`config.mk`:
```
export PLATFORM = sky130hd
export DESIGN_NAME = uart_mmio
export DESIGN_NICKNAME = d
export VERILOG_FILES = /design/src/rtl/uart_pkg.sv /design/src/rtl/uart_rx_core.sv /design/src/rtl/uart_mmio.sv
export SDC_FILE = /design/constraint.sdc
export NUM_CORES = 1
export LEC_CHECK = 0
export CORE_AREA = 2 2 108 110
export CTS_BUF_LIST = sky130_fd_sc_hd__clkbuf_4
export DETAILED_ROUTE_END_ITERATION = 8
export DIE_AREA = 0 0 110 112
export GPL_TIMING_DRIVEN = 1
export PLACE_DENSITY = 0.72
export SETUP_SLACK_MARGIN = 0.05
export SYNTH_ARGS = -nofsm -noshare
export SYNTH_HDL_FRONTEND = slang
export SYNTH_HIERARCHICAL = 1
export SYNTH_SLANG_ARGS = --single-unit
```
`constraint.sdc`:
```
create_clock -name clk -period 3.2 [get_ports clk]
set_clock_uncertainty 0.05 [all_clocks]
set_input_delay 0.48 -clock clk [delete_from_list [all_inputs] [get_ports clk]]
set_output_delay 0.48 -clock clk [all_outputs]
set_load 0.01 [all_outputs]
```
`src/rtl/uart_pkg.sv`:
```
// Shared definitions for the memory-mapped UART: register addresses,
// CON bit positions and the 2-bit state encoding used by both serial FSMs.
package uart_pkg;

   localparam logic [31:0] UART_TXD_ADDR = 32'h4000_0018;
   localparam logic [31:0] UART_RXD_ADDR = 32'h4000_001C;
   localparam logic [31:0] UART_CON_ADDR = 32'h4000_0020;

   localparam int CON_TXIE = 0;
   localparam int CON_RXIE = 1;
   localparam int CON_TXST = 2;
   localparam int CON_RXST = 3;
   localparam int CON_BUSY = 4;
   localparam int CON_FE   = 5;
   localparam int CON_OVR  = 6;

   typedef enum logic [1:0] {
      IDLE  = 2'd0,
      START = 2'd1,
      DATA  = 2'd2,
      STOP  = 2'd3
   } uartState_t;

endpackage

```
`src/rtl/uart_rx_core.sv`:
```
// 8N1 receiver: two-flop synchronizer, mid-bit sampling FSM and baud counter.
// Reports a good byte or a framing error as single-cycle pulses.
module uart_rx_core
   import uart_pkg::*;
#(
   parameter int DIV = 16
)(
   input  logic       clk,
   input  logic       reset,
   input  logic       i_rx,
   output logic       o_rxValid,
   output logic [7:0] o_rxData,
   output logic       o_rxFerr
);

   localparam int CW = $clog2(DIV);
   localparam logic [CW-1:0] CNT_FULL = CW'(DIV - 1);
   localparam logic [CW-1:0] CNT_HALF = CW'(DIV / 2 - 1);
   localparam logic [CW-1:0] CNT_ONE  = CW'(1);

   logic          r_sync1;
   logic          r_sync2;
   uartState_t    r_state;
   uartState_t    w_stateNext;
   logic [CW-1:0] r_cnt;
   logic [CW-1:0] w_cntNext;
   logic [2:0]    r_bitIdx;
   logic [2:0]    w_bitNext;
   logic [7:0]    r_shift;
   logic [7:0]    w_shiftNext;
   logic          r_armed;
   logic          w_armedNext;

   always_ff @(posedge clk) begin
      if (!reset) begin
         r_sync1  <= 1'b1;
         r_sync2  <= 1'b1;
         r_state  <= IDLE;
         r_cnt    <= '0;
         r_bitIdx <= '0;
         r_shift  <= '0;
         r_armed  <= 1'b0;
      end else begin
         r_sync1  <= i_rx;
         r_sync2  <= r_sync1;
         r_state  <= w_stateNext;
         r_cnt    <= w_cntNext;
         r_bitIdx <= w_bitNext;
         r_shift  <= w_shiftNext;
         r_armed  <= w_armedNext;
      end
   end

   // r_armed blocks a new start until the line has been seen high, so a
   // stuck-low line after a framing error cannot retrigger immediately.
   always_comb begin
      w_stateNext = r_state;
      w_cntNext   = r_cnt;
      w_bitNext   = r_bitIdx;
      w_shiftNext = r_shift;
      w_armedNext = r_armed;
      unique case (r_state)
         IDLE: begin
            if (r_sync2) begin
               w_armedNext = 1'b1;
            end else if (r_armed) begin
               w_stateNext = START;
               w_cntNext   = CNT_HALF;
            end
         end
         START: begin
            if (r_cnt != '0) begin
               w_cntNext = r_cnt - CNT_ONE;
            end else if (r_sync2) begin
               w_stateNext = IDLE;
            end else begin
               w_stateNext = DATA;
               w_cntNext   = CNT_FULL;
               w_bitNext   = '0;
            end
         end
         DATA: begin
            if (r_cnt != '0) begin
               w_cntNext = r_cnt - CNT_ONE;
            end else begin
               w_shiftNext = {r_sync2, r_shift[7:1]};
               w_cntNext   = CNT_FULL;
               if (r_bitIdx == 3'd7) begin
                  w_stateNext = STOP;
               end else begin
                  w_bitNext = r_bitIdx + 3'd1;
               end
            end
         end
         STOP: begin
            if (r_cnt != '0) begin
               w_cntNext = r_cnt - CNT_ONE;
            end else begin
               w_stateNext = IDLE;
               w_cntNext   = '0;
               w_bitNext   = '0;
               w_armedNext = r_sync2;
            end
         end
         default: w_stateNext = IDLE;
      endcase
   end

   always_comb begin
      o_rxValid = (r_state == STOP) && (r_cnt == '0) && r_sync2;
      o_rxFerr  = (r_state == STOP) && (r_cnt == '0) && !r_sync2;
      o_rxData  = r_shift;
   end

endmodule

```
`src/rtl/uart_mmio.sv`:
```
// Memory-mapped 8N1 UART for the MIPS MEM stage: address decode, register
// file, interrupt and the transmitter FSM; reception is in uart_rx_core.
module uart_mmio
   import uart_pkg::*;
#(
   parameter int CLK_FREQ = 50_000_000,
   parameter int BAUD     = 9600
)(
   input  logic        clk,
   input  logic        reset,
   input  logic        rd,
   input  logic        wr,
   input  logic [31:0] addr,
   input  logic [31:0] wdata,
   output logic [31:0] rdata,
   output logic        irq,
   input  logic        UART_RX,
   output logic        UART_TX
);

   localparam int DIV = CLK_FREQ / BAUD;
   localparam int CW  = $clog2(DIV);
   localparam logic [CW-1:0] CNT_LAST = CW'(DIV - 1);
   localparam logic [CW-1:0] CNT_ONE  = CW'(1);

   uartState_t    r_txState;
   uartState_t    w_txStateNext;
   logic [CW-1:0] r_txCnt;
   logic [CW-1:0] w_txCntNext;
   logic [2:0]    r_txBit;
   logic [2:0]    w_txBitNext;
   logic [7:0]    r_txd;
   logic          r_uartTx;
   logic          w_txLineNext;
   logic          w_txDone;
   logic          w_txBusy;
   logic [1:0]    r_conIe;
   logic          r_txStatus;
   logic          r_rxStatus;
   logic          r_fe;
   logic          r_ovr;
   logic [7:0]    r_rxByte;
   logic          w_selTxd;
   logic          w_selRxd;
   logic          w_selCon;
   logic          w_txAccept;
   logic          w_rxValid;
   logic          w_rxFerr;
   logic [7:0]    w_rxData;
   logic          w_unusedBits;

   assign w_selTxd     = (addr == UART_TXD_ADDR);
   assign w_selRxd     = (addr == UART_RXD_ADDR);
   assign w_selCon     = (addr == UART_CON_ADDR);
   assign w_txAccept   = wr && w_selTxd && (r_txState == IDLE);
   assign w_unusedBits = ^wdata[31:8];

   uart_rx_core #(.DIV(DIV)) u_rxCore (
      .clk       (clk),
      .reset     (reset),
      .i_rx      (UART_RX),
      .o_rxValid (w_rxValid),
      .o_rxData  (w_rxData),
      .o_rxFerr  (w_rxFerr)
   );

   // UART_TX is registered from the next state, so the line drops in the
   // very cycle after the accepting write edge.
   always_ff @(posedge clk) begin
      if (!reset) begin
         r_txState <= IDLE;
         r_txCnt   <= '0;
         r_txBit   <= '0;
         r_uartTx  <= 1'b1;
      end else begin
         r_txState <= w_txStateNext;
         r_txCnt   <= w_txCntNext;
         r_txBit   <= w_txBitNext;
         r_uartTx  <= w_txLineNext;
      end
   end

   always_comb begin
      w_txStateNext = r_txState;
      w_txCntNext   = r_txCnt;
      w_txBitNext   = r_txBit;
      unique case (r_txState)
         IDLE: begin
            if (w_txAccept) begin
               w_txStateNext = START;
               w_txCntNext   = '0;
               w_txBitNext   = '0;
            end
         end
         START: begin
            if (r_txCnt == CNT_LAST) begin
               w_txStateNext = DATA;
               w_txCntNext   = '0;
            end else begin
               w_txCntNext = r_txCnt + CNT_ONE;
            end
         end
         DATA: begin
            if (r_txCnt == CNT_LAST) begin
               w_txCntNext = '0;
               if (r_txBit == 3'd7) begin
                  w_txStateNext = STOP;
               end else begin
                  w_txBitNext = r_txBit + 3'd1;
               end
            end else begin
               w_txCntNext = r_txCnt + CNT_ONE;
            end
         end
         STOP: begin
            if (r_txCnt == CNT_LAST) begin
               w_txStateNext = IDLE;
               w_txCntNext   = '0;
            end else begin
               w_txCntNext = r_txCnt + CNT_ONE;
            end
         end
         default: w_txStateNext = IDLE;
      endcase
   end

   always_comb begin
      w_txBusy = (r_txState != IDLE);
      w_txDone = (r_txState == STOP) && (r_txCnt == CNT_LAST);
      unique case (w_txStateNext)
         START:   w_txLineNext = 1'b0;
         DATA:    w_txLineNext = r_txd[w_txBitNext];
         default: w_txLineNext = 1'b1;
      endcase
   end

   assign UART_TX = r_uartTx;

   // Status sets take priority over clear-on-read; CON writes only reach
   // the enable bits, so they never collide with status updates.
   always_ff @(posedge clk) begin
      if (!reset) begin
         r_conIe    <= '0;
         r_txd      <= '0;
         r_rxByte   <= '0;
         r_txStatus <= 1'b0;
         r_rxStatus <= 1'b0;
         r_fe       <= 1'b0;
         r_ovr      <= 1'b0;
      end else begin
         if (wr && w_selCon) r_conIe <= wdata[1:0];
         if (w_txAccept) r_txd <= wdata[7:0];
         if (w_txDone) r_txStatus <= 1'b1;
         else if (rd && w_selCon) r_txStatus <= 1'b0;
         if (w_rxFerr) r_fe <= 1'b1;
         else if (rd && w_selCon) r_fe <= 1'b0;
         if (w_rxValid) r_rxByte <= w_rxData;
         if (w_rxValid) r_rxStatus <= 1'b1;
         else if (rd && w_selRxd) r_rxStatus <= 1'b0;
         if (w_rxValid && r_rxStatus) r_ovr <= 1'b1;
         else if (rd && w_selRxd) r_ovr <= 1'b0;
      end
   end

   always_comb begin
      rdata = '0;
      if (w_selTxd) begin
         rdata = {24'd0, r_txd};
      end else if (w_selRxd) begin
         rdata = {24'd0, r_rxByte};
      end else if (w_selCon) begin
         rdata[CON_TXIE] = r_conIe[0];
         rdata[CON_RXIE] = r_conIe[1];
         rdata[CON_TXST] = r_txStatus;
         rdata[CON_RXST] = r_rxStatus;
         rdata[CON_BUSY] = w_txBusy;
         rdata[CON_FE]   = r_fe;
         rdata[CON_OVR]  = r_ovr;
      end
   end

   assign irq = (r_conIe[0] & r_txStatus) | (r_conIe[1] & r_rxStatus);

endmodule
```
**Yosys cells after proc, flatten, opt, wreduce, memory -nomap -nowiden**

Cells that the tools add are included.

- Register bits after elaboration: 70
- Input port bits: 69
- Logic and storage cells: 130

- Add/subtract/negate cells: 4
- $lt $le $gt $ge: 1
- Equality and inequality tests: 25
- Multiplexer cells: 50
- Bitwise logic cells: 4
- Reduce and logical (&&, ||, !) cells: 28

Operators by type and width:

| cell | number |
|---|---|
| $mux W13 | 8 |
| $eq A32 B31 Y1 const B | 3 |
| $pmux W13 S4 | 1 |
| $pmux W13 S2 | 1 |
| $mux W2 | 12 |
| $mux W3 | 8 |
| $pmux W2 S4 | 2 |
| $mux W7 | 2 |
| $ne A2 B2 Y1 const B | 7 |
| $add A13 B1 Y13 const B | 1 |
| $eq A13 B13 Y1 const B | 1 |
| $logic_not A13 Y1 | 1 |
| $reduce_bool A13 Y1 | 1 |
| $sub A13 B1 Y13 const B | 1 |
| $reduce_and A6 Y1 | 2 |
| $reduce_bool A2 Y1 | 6 |
| $eq A2 B2 Y1 const B | 5 |
| $logic_and A1 B1 Y1 | 10 |
| $mux W1 | 10 |
| $pmux W3 S3 | 1 |
| $mux W8 | 1 |
| $add A3 B1 Y3 const B | 2 |
| $eq A2 B1 Y1 const B | 3 |
| $eq A3 B3 Y1 const B | 2 |
| 15 further kinds | 21 |

**Longest topological paths before layout**

Gate-level depths: netlist of the first run.

- Depth after elaboration: 8
- Gate-level depth with buffers: 10
- Depth with buffers taken out: 8

**By module**

The synthesis of the first run kept the hierarchy.

Modules (own cells, without submodules):

| module | instances | cells an instance | area an instance (um^2) | sequential area each (um^2) |
|---|---|---|---|---|
| uart_mmio | 1 | 280 | 2,493.6 | 820.8 |
| uart_rx_core | 1 | 188 | 1,629.1 | 580.6 |

**Worst setup path before layout of the first run**

OpenSTA, ideal clock, no wires.

- Path kind: input port to output port
- Start: input addr[9]
- End: output rdata[7]
- Data arrival time: 1,842 ps
- Data required time: 2,670 ps
- Slack: 828 ps
- Stages on the path: 3
- Path buffers: 0
- Path through: or4_1 nor4_2 a32o_1

- Cells in the longest elaborated chain, start to end: 3
- Elaborated cells between the ends (all ways): 4
- Those cells by class: eq/ne: 2; mux: 2

Ends and longest elaborated chain:

| what | RTL line | text |
|---|---|---|
| start, declared | uart_mmio.sv:13 | `input logic [31:0] addr,` |
| $eq A32 B31 Y1 | uart_mmio.sv:53 | `assign w_selRxd = (addr == UART_RXD_ADDR);` |
| $mux W1 | uart_mmio.sv:169 | `end else if (w_selRxd) begin` |
| $mux W8 * | uart_mmio.sv:167 | `if (w_selTxd) begin` |
| end, declared | uart_mmio.sv:15 | `output logic [31:0] rdata,` |

Every way passes the cells marked *; elsewhere a longest branch is shown, timed or not.

**Worst setup path after layout of the first run**

- Start: input addr[31]
- End: output rdata[5]

- Cells in the longest elaborated chain, start to end: 4
- Elaborated cells between the ends (all ways): 6
- Those cells by class: eq/ne: 3; mux: 3

Ends and longest elaborated chain:

| what | RTL line | text |
|---|---|---|
| $eq A32 B31 Y1 | uart_mmio.sv:54 | `assign w_selCon = (addr == UART_CON_ADDR);` |
| $mux W7 | uart_mmio.sv:171 | `end else if (w_selCon) begin` |
| $mux W7 | uart_mmio.sv:169 |  |
| $mux W8 * | uart_mmio.sv:167 |  |

Marks and branches as above.

==> impl_metrics.tcl, run 1 <==
set metrics [dict create \
    power_density_nw_per_um2 465.4 \
    peakVddDrop_mv 0.1952 \
    htree_levels 3 \
    internal_power_mw 1.564 \
    start_kind "input pin" \
    maxCapViolCount 0 \
    grt_max_degree 51 \
    grt_overflow 0 \
    rrSetupSlack_ns 0.76 \
    p_switching_mw 0.7271 \
    synth.avg_cell_area_um2 8.809 \
    leakage_nw 2.048 \
    synth_seq_area_share_pct 33.99 \
    rr_worst_depth 9 \
    hold_viol_final 0 \
    period_share_pct 92.20 \
    syn_inst 468 \
    die_area_um2 12320 \
    clkLatencyLatePin_ns 0.41 \
    coreArea_um2 11170 \
    antennaDiodeCount 0 \
    crit_path_start "addr[31]" \
    yosysWarnings 6 \
    seqCellArea_um2 1401 \
    pwr-share-comb_pct 27.8 \
    final_cell_count_no_fill 671 \
    vias 3498 \
    port_buffers 54 \
    synth_edf_count 0 \
    grt_pass1_wl_um 15530 \
    seq_power_share_pct 41.3 \
    cp_max_fo 9 \
    yosysMostFrequentCell "dfxtp_1" \
    rr_endpoint "r_rxByte[1]$_SDFFE_PN0P_" \
    dieWidth_um 110 \
    fillers 1092 \
    dpl.cell_count 653 \
    antenna_found_initial 0 \
    ys_top_cells_by_area "dfxtp_1, mux2i_1, nand2_1" \
    grt_pass1_vias 3371 \
    synth_top_cell_area_share_pct 33.99 \
    synthTopCellsByCount "dfxtp_1, nand2_1, nor2_1" \
    fin_area_um2 4923 \
    switching_share_pct 31.73 \
    cts_tree "yes" \
    firstDrtPassIters 6 \
    die_h_um 112 \
    fp-row-count 39 \
    cp.required_ns 2.67 \
    min_path_type "reg -> reg" \
    initial_core_util_pct 36.89 \
    rsz0062_at_grt "no" \
    cp-end-kind "output pin" \
    critPathKind "in -> out" \
    critPathCapture "rdata[5]" \
    yosys.area.top_type "dfxtp_1" \
    cts_max_path_buffers 2 \
    tightest_slew_ns 0.7960 \
    r2r-start "u_rxCore/r_cnt[0]$_SDFFE_PN0P_" \
    p_clk_share_pct 30.9 \
    cp.arrival_ns 2.42 \
    fin_crit_ns 2.951 \
    fmaxAchievable_ghz 0.3389 \
    slew_violations 0 \
    post-dp-hpwl_um 6781 \
    maxSlewHeadroom_pct 46.46 \
    multiInputGateArea_um2 2487 \
    grt_usage_pct 15.55 \
    ios 103 \
    ys_async_sr_fraction_pct 0 \
    ys_ff_latch 70 \
    cts_buffers 9 \
    ant_nets 0 \
    ys_types 73 \
    setup_viol 0 \
    initialDrtViolationCount 198 \
    areaGrowthSynthToFinish_pct 19.42 \
    placed_area_um2 4710 \
    routabilityCongestion 0.7809 \
    drt_drc_violations_left 0 \
    yosys_most_used_dff "dfxtp_1" \
    clk_pin_slew_ns 0.11 \
    viasPerCell 5.213 \
    status "finished clean" \
    nets 602 \
    drive_gt1_share_pct 12.12 \
    clock-root-buffer "clkbuf_4" \
    cts_sinks 70 \
    wirelength_um 9204 \
    syn_area_um2 4123 \
    wl_per_cell_um 13.72 \
]
==> through the flow <==
stage / utilization (%) / worst slack [ns] / hold slack (ns) / power, mW / setup TNS (ns)
5_1_grt: 44.06 / 0.1334 / 0.4339 / 2.425 / 0
3_3_place_gp: 42.15 / -0.02911 / 0.3864 / 1.573 / -0.1311
2_1_floorplan: - / 0.8277 / 0.3363 / 1.456 / 0
6_report: 44.06 / 0.2495 / 0.4062 / 2.291 / 0
4_1_cts: 43.87 / -0.04208 / 0.4107 / 2.310 / -0.1549
3_5_place_dp: 42.15 / -0.04493 / 0.3930 / 1.591 / -0.1924
==> how the worst min path moves through the flow <==
stage,from,to,cells past startpoint
finish,r_txCnt[12]$_SDFFE_PN0P_,r_txCnt[12]$_SDFFE_PN0P_,1
global route,u_rxCore/r_sync1$_SDFF_PN1_,u_rxCore/r_sync2$_SDFF_PN1_,1
CTS,r_txCnt[12]$_SDFFE_PN0P_,r_txCnt[12]$_SDFFE_PN0P_,1
detailed placement,r_txCnt[12]$_SDFFE_PN0P_,r_txCnt[12]$_SDFFE_PN0P_,1
global placement,r_txCnt[12]$_SDFFE_PN0P_,r_txCnt[12]$_SDFFE_PN0P_,1
floorplan,u_rxCore/r_sync1$_SDFF_PN1_,u_rxCore/r_sync2$_SDFF_PN1_,1
==> timing repair <==
action,4_1_cts,5_1_grt
resized for setup,2,7
pin swaps,3,0
setup buffers,2,0
endpoints found under the setup margin,8,6
hold buffers,0,0
endpoints found under the hold margin,0,0
==> power groups by stage <==
| stage | Clock (mW) | Sequential [mW] | Combinational (mW) |
|---|---|---|---|
| finish | 0.708 | 0.946 | 0.637 |
| global route | 0.773 | 0.953 | 0.698 |
| CTS | 0.733 | 0.946 | 0.632 |
| detailed placement | 0 | 0.965 | 0.625 |
| global placement | 0 | 0.963 | 0.610 |
| floorplan | 0 | 0.954 | 0.502 |
==> cell usage in the layout (no fill, tap or decap), types with 5 or more instances in the layout <==
cell type	count
a21boi_0	20
a21oi_1	16
a222oi_1	7
and2_1	12
and3_1	7
buf_4	10
clkbuf_4	9
clkdlybuf4s50_1	45
conb_1	24
dfxtp_1	70
dlymetal6s2s_1	6
ha_1	10
inv_1	14
mux2i_1	24
nand2_1	55
nand3_1	13
nor2_1	29
nor2b_1	24
nor4_2	6
o21ai_0	24
o221a_2	6
or4_1	5
==> layout make-up <==
cell class | instances | area share [%]
Clock inverter | 7 | 2.287
Inverter | 14 | 1.067
Sequential cell | 70 | 28.46
Timing Repair Buffer | 64 | 12.66
Tap cell | 143 | 3.634
Multi-Input combinational cell | 364 | 50.52
Clock buffer | 9 | 1.372
==> layer usage <==
layer | vias up | global-route usage, % | share of wire [%]
li1 | 1758 | - | -
met3 | 6 | 4.567 | 4.7
met4 | 0 | 3.122 | 0.80
met2 | 84 | 27.20 | 50
met5 | - | 0 | 0
met1 | 1650 | 18.69 | 44
==> cell families after synthesis <==
| kind of cell | count (synthesis) | synth area share, % |
|---|---|---|
| AOI/OAI and AO/OA | 108 | 19.73 |
| xor gates and xnor gates | 5 | 1.062 |
| adders and majority gates | 10 | 3.035 |
| buffers and inverters | 57 | 7.921 |
| DFF | 70 | 33.99 |
| muxes | 27 | 6.829 |
| other | 1 | 0.09096 |
| and+or+nand+nor | 190 | 27.34 |
==> state kept, by name, indices dropped and copies added, names as in the netlist, named ones only <==
signal	count
r_txCnt	13
r_ovr	1
u_rxCore/r_sync2	1
r_txStatus	1
r_rxByte	8
r_txBit	3
r_txState	2
r_txd	8
r_fe	1
u_rxCore/r_armed	1
UART_TX	1
r_conIe	2
r_rxStatus	1
u_rxCore/o_rxData	8
u_rxCore/r_sync1	1
u_rxCore/r_state	1
u_rxCore/r_bitIdx	3
u_rxCore/r_cnt	13
==> critical path: stages <==
cell             delay (ns)
clkdlybuf4s50_1        0.42
nor4_2                 0.33
nand4_2                0.21
buf_4                  0.19
nor3_2                 0.16
buf_4                  0.19
a222oi_1               0.11
inv_1                  0.06
dlygate4sd2_1          0.28
Note: power is estimated with default switching activity, not from simulation.
==> run 2: changes to the inputs <==
CAP_MARGIN = 10   (was unset)
CORE_AREA = 2 2 105 107   (was 2 2 108 110)
DIE_AREA = 0 0 107 109   (was 0 0 110 112)
PLACE_DENSITY = 0.73   (was 0.72)
SYNTH_HIERARCHICAL = unset   (was 1)
==> impl_metrics.tcl, run 2 <==
set metrics [dict create \
    routabilityCongestion 0.8519 \
    fin_area_um2 4701 \
    viasPerCell 5.396 \
    r2r-start "u_rxCore.r_cnt[0]$_SDFFE_PN0P_" \
    ys_top_cells_by_area "dfxtp_1, mux2i_1, o21ai_0" \
    areaGrowthSynthToFinish_pct 20.26 \
    antenna_found_initial 0 \
    hold_viol_final 0 \
    post-place-ws_ns -0.2775 \
    reg_top3 "r_txCnt x13, u_rxCore.r_cnt x13" \
    start_kind "input pin" \
    wl_met1_um 4207 \
    synth_edf_count 0 \
    cts_sinks 70 \
    yosysWarnings 0 \
    path_common_cell "buf_4" \
    cp_max_fo 5 \
    synth.avg_cell_area_um2 8.010 \
    wl_met2_um 4402 \
    syn_area_um2 3909 \
    maxCapViolCount 0 \
    maxSlewHeadroom_pct 56.74 \
    hold_path_depth 1 \
    dpl.cell_count 670 \
    yosysMostFrequentCell "dfxtp_1" \
    critPathKind "in -> out" \
    initialDrtViolationCount 215 \
    status "finished clean" \
    cpMaxStageDelayCell "clkdlybuf4s50_1" \
    clock-root-buffer "clkbuf_4" \
    syn_inst 488 \
    cts_buffers 9 \
    tightest_slew_ns 0.6431 \
    fmaxAchievable_ghz 0.3276 \
    peakVddDrop_mv 0.2163 \
    vias 3718 \
    slew_violations 0 \
    postLayoutCoreUtil_pct 44.34 \
    ys_ff_latch 70 \
    post-dp-hpwl_um 6920 \
    grt_usage_pct 16.27 \
    slowest_delay_ns 0.41 \
    nets 622 \
    wl_per_cell_um 13.72 \
    ant_nets 0 \
    cp.required_ns 2.67 \
    min-delay-start "u_rxCore.r_sync1$_SDFF_PN1_" \
    path_cells "clkdlybuf4s50_1, nor4b_2, nand4_1, buf_4, nor4_2, buf_4, buf_4, nand2_1, o21ai_1, clkdlybuf4s15_1" \
    synth_seq_area_share_pct 35.85 \
    crit_path_start "addr[13]" \
    fin_crit_ns 3.053 \
    mostFrequentLayoutCell "dfxtp_1" \
    grt_max_degree 41 \
    drive_gt1_share_pct 10.56 \
    multiInputGateArea_um2 2307 \
    ios 103 \
    htree_levels 3 \
    firstDrtPassIters 5 \
    clk_pin_slew_ns 0.11 \
    cp.arrival_ns 2.52 \
    fp-row-count 38 \
    clkLatencyLatePin_ns 0.43 \
    ys_async_sr_fraction_pct 0 \
    leakage_nw 1.815 \
    rr_worst_depth 9 \
    initial_core_util_pct 36.87 \
    final_cell_mix "dfxtp_1, nand2_1, nor2_1, clkdlybuf4s50_1, a21oi_1" \
    placed_area_um2 4542 \
    power_density_nw_per_um2 426.3 \
    cp-end-kind "output pin" \
    ys_types 66 \
    whs_ns 0.3568 \
    setup_slack_ns 0.1474 \
    synth_top_cell_area_share_pct 35.85 \
    coreArea_um2 10600 \
    drt_drc_violations_left 0 \
    wirelength_um 9452 \
    cts_max_path_buffers 2 \
    synthTopCellsByCount "dfxtp_1, nand2_1, nor2_1" \
    yosys_most_used_dff "dfxtp_1" \
    grt_pass1_vias 3389 \
    final_cell_count_no_fill 689 \
    yosys.area.top_type "dfxtp_1" \
    grt_pass1_wl_um 15250 \
    setup_viol 0 \
    hold_buffers 0 \
    wl_met3_um 617 \
    antennaDiodeCount 0 \
    routed.top_layer "met4" \
    dieWidth_um 107 \
    period_share_pct 95.39 \
    seqCellArea_um2 1401 \
    fillers 1057 \
    port_buffers 54 \
    grt_overflow 0 \
    die_area_um2 11660 \
    min_path_type "reg -> reg" \
    cts_tree "yes" \
    die_h_um 109 \
]
run 2: timing repair:
action                                  in CTS  in global routing
buffers inserted                             2                  1
endpoints found under the hold margin        0                  0
gates resized for setup                     15                 15
gates cloned                                 0                  0
endpoints found under the setup margin       8                  7
pin swaps                                    1                  1
run 2: logic make-up (layout without fill, tap and decap cells):
| logic type | count (synthesis) | in the layout | synth area share, % |
|---|---|---|---|
| multiplexers | 27 | 27 | 6.946 |
| AND/OR/NAND/NOR | 185 | 185 | 24.17 |
| flip-flops | 70 | 70 | 35.85 |
| adder cells (fa/ha/maj) | 9 | 9 | 2.881 |
| buffers and inverters | 62 | 100 | 8.547 |
| other | 1 | 24 | 0.09594 |
| AO/OA/AOI/OAI | 134 | 134 | 21.51 |
run 2: worst paths after layout:
kind | endpoint | slack [ns]
setup / recovery | rdata[1] | 0.15
hold / removal | u_rxCore.r_sync2$_SDFF_PN1_ | 0.36
setup reg to reg | r_rxByte[5]$_SDFFE_PN0P_ | 0.38
hold reg to reg | u_rxCore.r_sync2$_SDFF_PN1_ | 0.36
run 2: final cells by class:
class / count / share of cell area, %
repair buffers: 70 / 13.55
flip-flops and latches: 70 / 29.81
multi-input cells: 379 / 49.08
clock buffers: 10 / 1.597
well taps: 140 / 3.726
clock inverters: 6 / 1.118
inverters: 14 / 1.118
run 2: critical path: cells and delay by family:
family / cells / cell delay [ns]
and+or+nand+nor: 4 / 0.76
AOI/OAI and AO/OA: 1 / 0.10
buffers and inverters: 5 / 1.18
run 2: per-stage QoR:
stage	power [mW]	setup TNS [ns]
floorplan	1.351	0
global placement	1.445	-1.746
detailed placement	1.465	-1.739
CTS	2.006	0
global route	2.120	-0.009378
finish	2.004	0
run 2: report_power, final:
part / total (mW) / switching [mW] / internal [mW]
combinational: 0.525 / 0.303 / 0.221
clock: 0.546 / 0.308 / 0.238
sequential: 0.933 / 0.0305 / 0.903
total: 2.00 / 0.642 / 1.36
run 2: layer usage:
layer / GRT usage (%) / vias up
li1: - / 1830
met1: 20.53 / 1731
met2: 26.75 / 138
met3: 4.124 / 19
met4: 6.401 / 0
met5: 0 / -
